$ cat config.mk
export PLATFORM = sky130hd
export DESIGN_NAME = mod_secuenciador_calc
export DESIGN_NICKNAME = d
export VERILOG_FILES = /design/src/rtl/mod_secuenciador_calc_pkg.sv /design/src/rtl/mod_secuenciador_calc_detector_flanco.sv /design/src/rtl/mod_secuenciador_calc.sv
export SDC_FILE = /design/constraint.sdc
export NUM_CORES = 1
export LEC_CHECK = 0
export BUFFER_PORTS_ARGS = -buffer_cell sky130_fd_sc_hd__buf_2
export CAP_MARGIN = 20
export CELL_PAD_IN_SITES_DETAIL_PLACEMENT = 0
export CELL_PAD_IN_SITES_GLOBAL_PLACEMENT = 1
export CORE_MARGIN = 10
export CORE_UTILIZATION = 41
export DETAILED_ROUTE_END_ITERATION = 8
export PLACE_DENSITY_LB_ADDON = 0.1
export SYNTH_ARGS = -nofsm -noshare
export SYNTH_HDL_FRONTEND = slang
export SYNTH_HIERARCHICAL = 1
export SYNTH_SLANG_ARGS = --single-unit
$ cat constraint.sdc
create_clock -name clk -period 2.3 [get_ports clk]
set_input_delay 0.23 -clock clk [delete_from_list [all_inputs] [get_ports clk]]
set_output_delay 0.23 -clock clk [all_outputs]
set_load 0.01 [all_outputs]
$ cat src/rtl/mod_secuenciador_calc_pkg.sv
// Shared types and constants for the calculator sequencer: FSM state encoding,
// ALU operation codes and the default datapath width.
package pkg_calculadora;

    localparam int N_BITS_DEF = 8;

    localparam logic [1:0] OP_SUMA  = 2'b00;
    localparam logic [1:0] OP_RESTA = 2'b01;
    localparam logic [1:0] OP_AND   = 2'b10;
    localparam logic [1:0] OP_OR    = 2'b11;

    typedef enum logic [2:0] {
        S_CARGA_A  = 3'd0,
        S_CARGA_B  = 3'd1,
        S_CARGA_OP = 3'd2,
        S_CALCULA  = 3'd3,
        S_MUESTRA  = 3'd4
    } estado_t;

endpackage

$ cat src/rtl/mod_secuenciador_calc_detector_flanco.sv
// Button conditioner: 2-flop synchronizer plus rising-edge detector, one pulse per press.
// Pulses stay blocked after reset until the button has been seen released once.
module mod_detector_flanco (
    input  logic clk,
    input  logic rst_n,
    input  logic boton,
    output logic pulso
);

    logic       r_sinc1;
    logic       r_sinc2;
    logic       r_previo;
    logic       r_armado;
    logic [1:0] r_llenado;

    always_ff @(posedge clk or negedge rst_n) begin
        if (!rst_n) begin
            r_sinc1   <= 1'b0;
            r_sinc2   <= 1'b0;
            r_previo  <= 1'b0;
            r_armado  <= 1'b0;
            r_llenado <= 2'b00;
        end else begin
            r_sinc1   <= boton;
            r_sinc2   <= r_sinc1;
            r_previo  <= r_sinc2;
            r_llenado <= {r_llenado[0], 1'b1};
            // arm only once the synchronized level is real and low, so a button
            // held through reset release never fires
            if (r_llenado[1] && !r_sinc2) begin
                r_armado <= 1'b1;
            end
        end
    end

    assign pulso = r_armado & r_sinc2 & ~r_previo;

endmodule

$ cat src/rtl/mod_secuenciador_calc.sv
// Calculator sequencer: captures A, B and op from switches, drives an external ALU and
// latches its result. Define SECUENCIADOR_ENCADENA_EN to chain the result into A.
//
// state      | meaning
// S_CARGA_A  | waiting for operand A
// S_CARGA_B  | waiting for operand B
// S_CARGA_OP | waiting for operation code
// S_CALCULA  | one cycle, latch ALU result
// S_MUESTRA  | result shown until next press
module mod_secuenciador_calc
    import pkg_calculadora::*;
#(
    parameter int n_bits = N_BITS_DEF
) (
    input  logic              clk,
    input  logic              rst_n,
    input  logic [n_bits-1:0] valor_in,
    input  logic [1:0]        op_in,
    input  logic              boton_cargar,
    input  logic              boton_borrar,
    output logic [n_bits-1:0] alu_a,
    output logic [n_bits-1:0] alu_b,
    output logic [1:0]        alu_op,
    input  logic [n_bits-1:0] alu_resultado,
    output logic [n_bits-1:0] resultado,
    output logic              resultado_valido,
    output logic [2:0]        estado
);

    estado_t           r_estado;
    logic [n_bits-1:0] r_reg_a;
    logic [n_bits-1:0] r_reg_b;
    logic [1:0]        r_reg_op;
    logic [n_bits-1:0] r_resultado;
    logic              r_valido;

    estado_t           w_estado_sig;
    logic [n_bits-1:0] w_reg_a_sig;
    logic [n_bits-1:0] w_reg_b_sig;
    logic [1:0]        w_reg_op_sig;
    logic [n_bits-1:0] w_resultado_sig;
    logic              w_valido_sig;
    logic              w_cargar;
    logic              w_borrar;

    mod_detector_flanco u_det_cargar (
        .clk   (clk),
        .rst_n (rst_n),
        .boton (boton_cargar),
        .pulso (w_cargar)
    );

    mod_detector_flanco u_det_borrar (
        .clk   (clk),
        .rst_n (rst_n),
        .boton (boton_borrar),
        .pulso (w_borrar)
    );

    always_ff @(posedge clk or negedge rst_n) begin
        if (!rst_n) begin
            r_estado    <= S_CARGA_A;
            r_reg_a     <= '0;
            r_reg_b     <= '0;
            r_reg_op    <= '0;
            r_resultado <= '0;
            r_valido    <= 1'b0;
        end else begin
            r_estado    <= w_estado_sig;
            r_reg_a     <= w_reg_a_sig;
            r_reg_b     <= w_reg_b_sig;
            r_reg_op    <= w_reg_op_sig;
            r_resultado <= w_resultado_sig;
            r_valido    <= w_valido_sig;
        end
    end

    always_comb begin
        w_estado_sig    = r_estado;
        w_reg_a_sig     = r_reg_a;
        w_reg_b_sig     = r_reg_b;
        w_reg_op_sig    = r_reg_op;
        w_resultado_sig = r_resultado;
        w_valido_sig    = r_valido;
        if (w_borrar) begin
            w_estado_sig    = S_CARGA_A;
            w_reg_a_sig     = '0;
            w_reg_b_sig     = '0;
            w_reg_op_sig    = '0;
            w_resultado_sig = '0;
            w_valido_sig    = 1'b0;
        end else begin
            case (r_estado)
                S_CARGA_A: if (w_cargar) begin
                    w_reg_a_sig  = valor_in;
                    w_estado_sig = S_CARGA_B;
                end
                S_CARGA_B: if (w_cargar) begin
                    w_reg_b_sig  = valor_in;
                    w_estado_sig = S_CARGA_OP;
                end
                S_CARGA_OP: if (w_cargar) begin
                    w_reg_op_sig = op_in;
                    w_estado_sig = S_CALCULA;
                end
                S_CALCULA: begin
                    w_resultado_sig = alu_resultado;
                    w_valido_sig    = 1'b1;
                    w_estado_sig    = S_MUESTRA;
                end
                S_MUESTRA: if (w_cargar) begin
                    w_valido_sig = 1'b0;
`ifdef SECUENCIADOR_ENCADENA_EN
                    w_reg_a_sig  = r_resultado;
`else
                    w_reg_a_sig  = valor_in;
`endif
                    w_estado_sig = S_CARGA_B;
                end
                default: w_estado_sig = S_CARGA_A;
            endcase
        end
    end

    assign alu_a            = r_reg_a;
    assign alu_b            = r_reg_b;
    assign alu_op           = r_reg_op;
    assign resultado        = r_resultado;
    assign resultado_valido = r_valido;
    assign estado           = r_estado;

endmodule

==> flow_summary.toml <==
[place]
portBuffers = 51
pre_cts_ws_ns = 0.607
dp_cells = 243
routabilityCongestion = 0.797
dp_hpwl_um = 2670

[floorplan]
die_w_um = 83.4
start_util_pct = 41.9
die-area_mm2 = 0.00696
rows = 23
core-area_mm2 = 0.00394
die_height_um = 83.4
ios = 52

[yosys]
ys_ff_latch = 42
seq_area_frac_synth_pct = 63.7
synth_top_area_share_pct = 63.7
netlist_area_mm2 = 0.00165
ys_types = 22
yosys.area.top_type = "dfrtp_1"
yosys-top-cells-area = "dfrtp_1 (64%), nand2_1 (8.0%), mux2i_1 (6.1%)"
ys_warn_count = 6
synthCells = 150
syn-mean-instance-area_um2 = 11.0
synthesis.nets = 172

[worst_setup_path]
cp.required_ns = 2.46
crit_type = "flop to flop"
crit_arrival_ns = 1.85
critical_path_peak_fanout = 9
setup.worst_path.start = "u_det_cargar/r_sinc2"
cp-start-kind = "flop"
reg2reg_depth = 5
crit_path_end = "alu_b[3]"
ff2ff_setup_slack_ns = 0.61
rr_endpoint = "alu_b[3]"
reg2reg_from = "u_det_cargar/r_sinc2"
crit_path_end_kind = "flop"

[pwr]
powerDensity_mw_per_mm2 = 859
p_leak_uw = 0.00104
ir_drop_mv = 0.448

[drt]
vias = 1184
highest_layer = "met3"
drt-met1-wl_um = 1500
wl_met3_um = 195
first_iter_violations = 58
antenna_left = 0
drcViolationCount = 0
dr.pass1.iters = 4
via_per_inst = 4.72
wl_met2_um = 1980
wl_per_cell_um = 14.6
wirelength_um = 3670

[timing]
clock_skew_ns = 0.00760
period_minus_slack_ns = 1.69
hold_viol = 0
rsz0062_at_grt = "no"
worst_slack_ns = 0.614
worst_pin_slew_ns = 0.923
fmax_ghz = 0.593
finalSetupViolations = 0
post-route-period-util_pct = 73.3
finalSetupTns_ns = 0
final_max_slew_viol_count = 0
relSlewSlack_pct = 38.5

[run_status]
status = "finished clean"

[clock_tree]
cts_tree = "done"
cts_buffer_depth = 2
post-cts-setup-buffers = 0
root_buffer = "clkbuf_8"
clkTransAtPathRegs_ns = 0.08
clock_latency_ns = 0.29
ctsResizeCount = 0
cts_buffers = 5
numClockSinks = 42
cts-hold-fix-buffers = 0
cts.htree.levels = 2

[final_layout]
antenna_cells = 0
drive_gt1_share_pct = 32.8
syn_to_final_growth_pct = 24.4
finalNonFillerCells = 251
final_nets = 222

[grt]
grt_max_degree = 43
grt_usage_pct = 10.5
grt_pass1_vias = 1231
gr-total-overflow = 0
antenna_found_initial = 0
grt_pass1_wl_um = 6040

[min_path]
hp-class = "primary input to flop"

[job]
cap_violations = 0
[per-stage QoR]
stage	power, µW	hold slack (ns)	instance area [µm²]	util [%]
2_1_floorplan	999	-0.0656	1650	-
3_3_place_gp	1100	0.332	1920	48.6
3_5_place_dp	1110	0.335	1920	48.6
4_1_cts	1800	0.0310	2050	52.1
5_1_grt	1860	0.0199	2050	52.1
6_report	1760	0.0469	2050	52.1
[power by group]
| group | internal [µW] | switching [µW] | total, µW |
|---|---|---|---|
| Combinational | 100 | 137 | 237 |
| Sequential | 801 | 47.5 | 848 |
| Clock | 435 | 243 | 678 |
| Total | 1340 | 428 | 1760 |
[worst min-delay path by stage]
stage / start / end / slack [ns] / depth (start not counted)
2_1_floorplan: rst_n / alu_a[0] / -0.07 / 0
3_3_place_gp: u_det_cargar/r_llenado[0] / u_det_cargar/r_llenado[1] / 0.33 / 0
3_5_place_dp: u_det_cargar/r_sinc1 / u_det_cargar/r_sinc2 / 0.33 / 0
4_1_cts: boton_borrar / u_det_borrar/r_sinc1 / 0.03 / 1
5_1_grt: boton_borrar / u_det_borrar/r_sinc1 / 0.02 / 1
6_report: boton_borrar / u_det_borrar/r_sinc1 / 0.05 / 1
[kinds of logic after synthesis]
family	share of synthesized area, %
AO/OA/AOI/OAI	7.58
buffers and inverters	4.70
flip-flops	63.7
multiplexers	6.07
other	0.455
AND/OR/NAND/NOR	17.5
[layout make-up]
cell class	count	area, µm²
Clock buffer	5	68.8
Clock inverter	3	68.8
Fill cell	370	1890
Inverter	4	15.0
Multi-Input combinational cell	95	524
Sequential cell	42	1050
Tap cell	50	62.6
Timing Repair Buffer	52	263
[cells in the mapped netlist]
master / number
buf_4: 1
buf_2: 2
a21oi_1: 19
or3b_1: 1
nor3_1: 2
nor4b_1: 1
or4_4: 1
dfrtp_1: 42
inv_1: 4
conb_1: 2
nor2_1: 13
and4bb_2: 2
mux2i_1: 10
nor3b_2: 1
clkbuf_1: 3
nand2_1: 35
a31oi_1: 1
and3b_1: 2
nand3b_1: 2
buf_6: 3
a21oi_2: 1
a21o_1: 2
[routing by layer]
metal	vias up	global-route usage [%]
met1	574	11.8
met3	0	3.71
li1	589	-
met4	0	3.65
met2	21	18.0
met5	-	0
[sequential cells by signal, summed over array words and instances (netlist names), 2 cells and up]
name,count
u_det_cargar/r_llenado,2
alu_b,8
alu_a,8
resultado,8
estado,3
alu_op,2
u_det_borrar/r_llenado,2
[critical path, stage by stage, from the launching register on]
cell and delay, ns:
dfrtp_1 0.37, nand2_1 0.06, nor2_1 0.35, and4bb_2 0.50, mux2i_1 0.23, nor2_1 0.06
[layout by cell type (no fill, tap or decap)]
cell type and count:
a21o_1 2, nand3b_1 2, and4bb_2 2, nand2_1 35
a21oi_2 1, or3b_1 1, dfrtp_1 42, buf_2 51
clkinv_4 1, inv_1 4, bufinv_16 2, nor2_1 12
a21oi_1 19, buf_4 1, nor4b_1 1, or4_4 1
clkbuf_8 5, and3b_1 2, conb_1 2, nor2_2 1
nor3_1 2, nor3b_2 1, a31oi_1 1, mux2i_1 10
No activity file was read; power rests on OpenSTA's default activity.
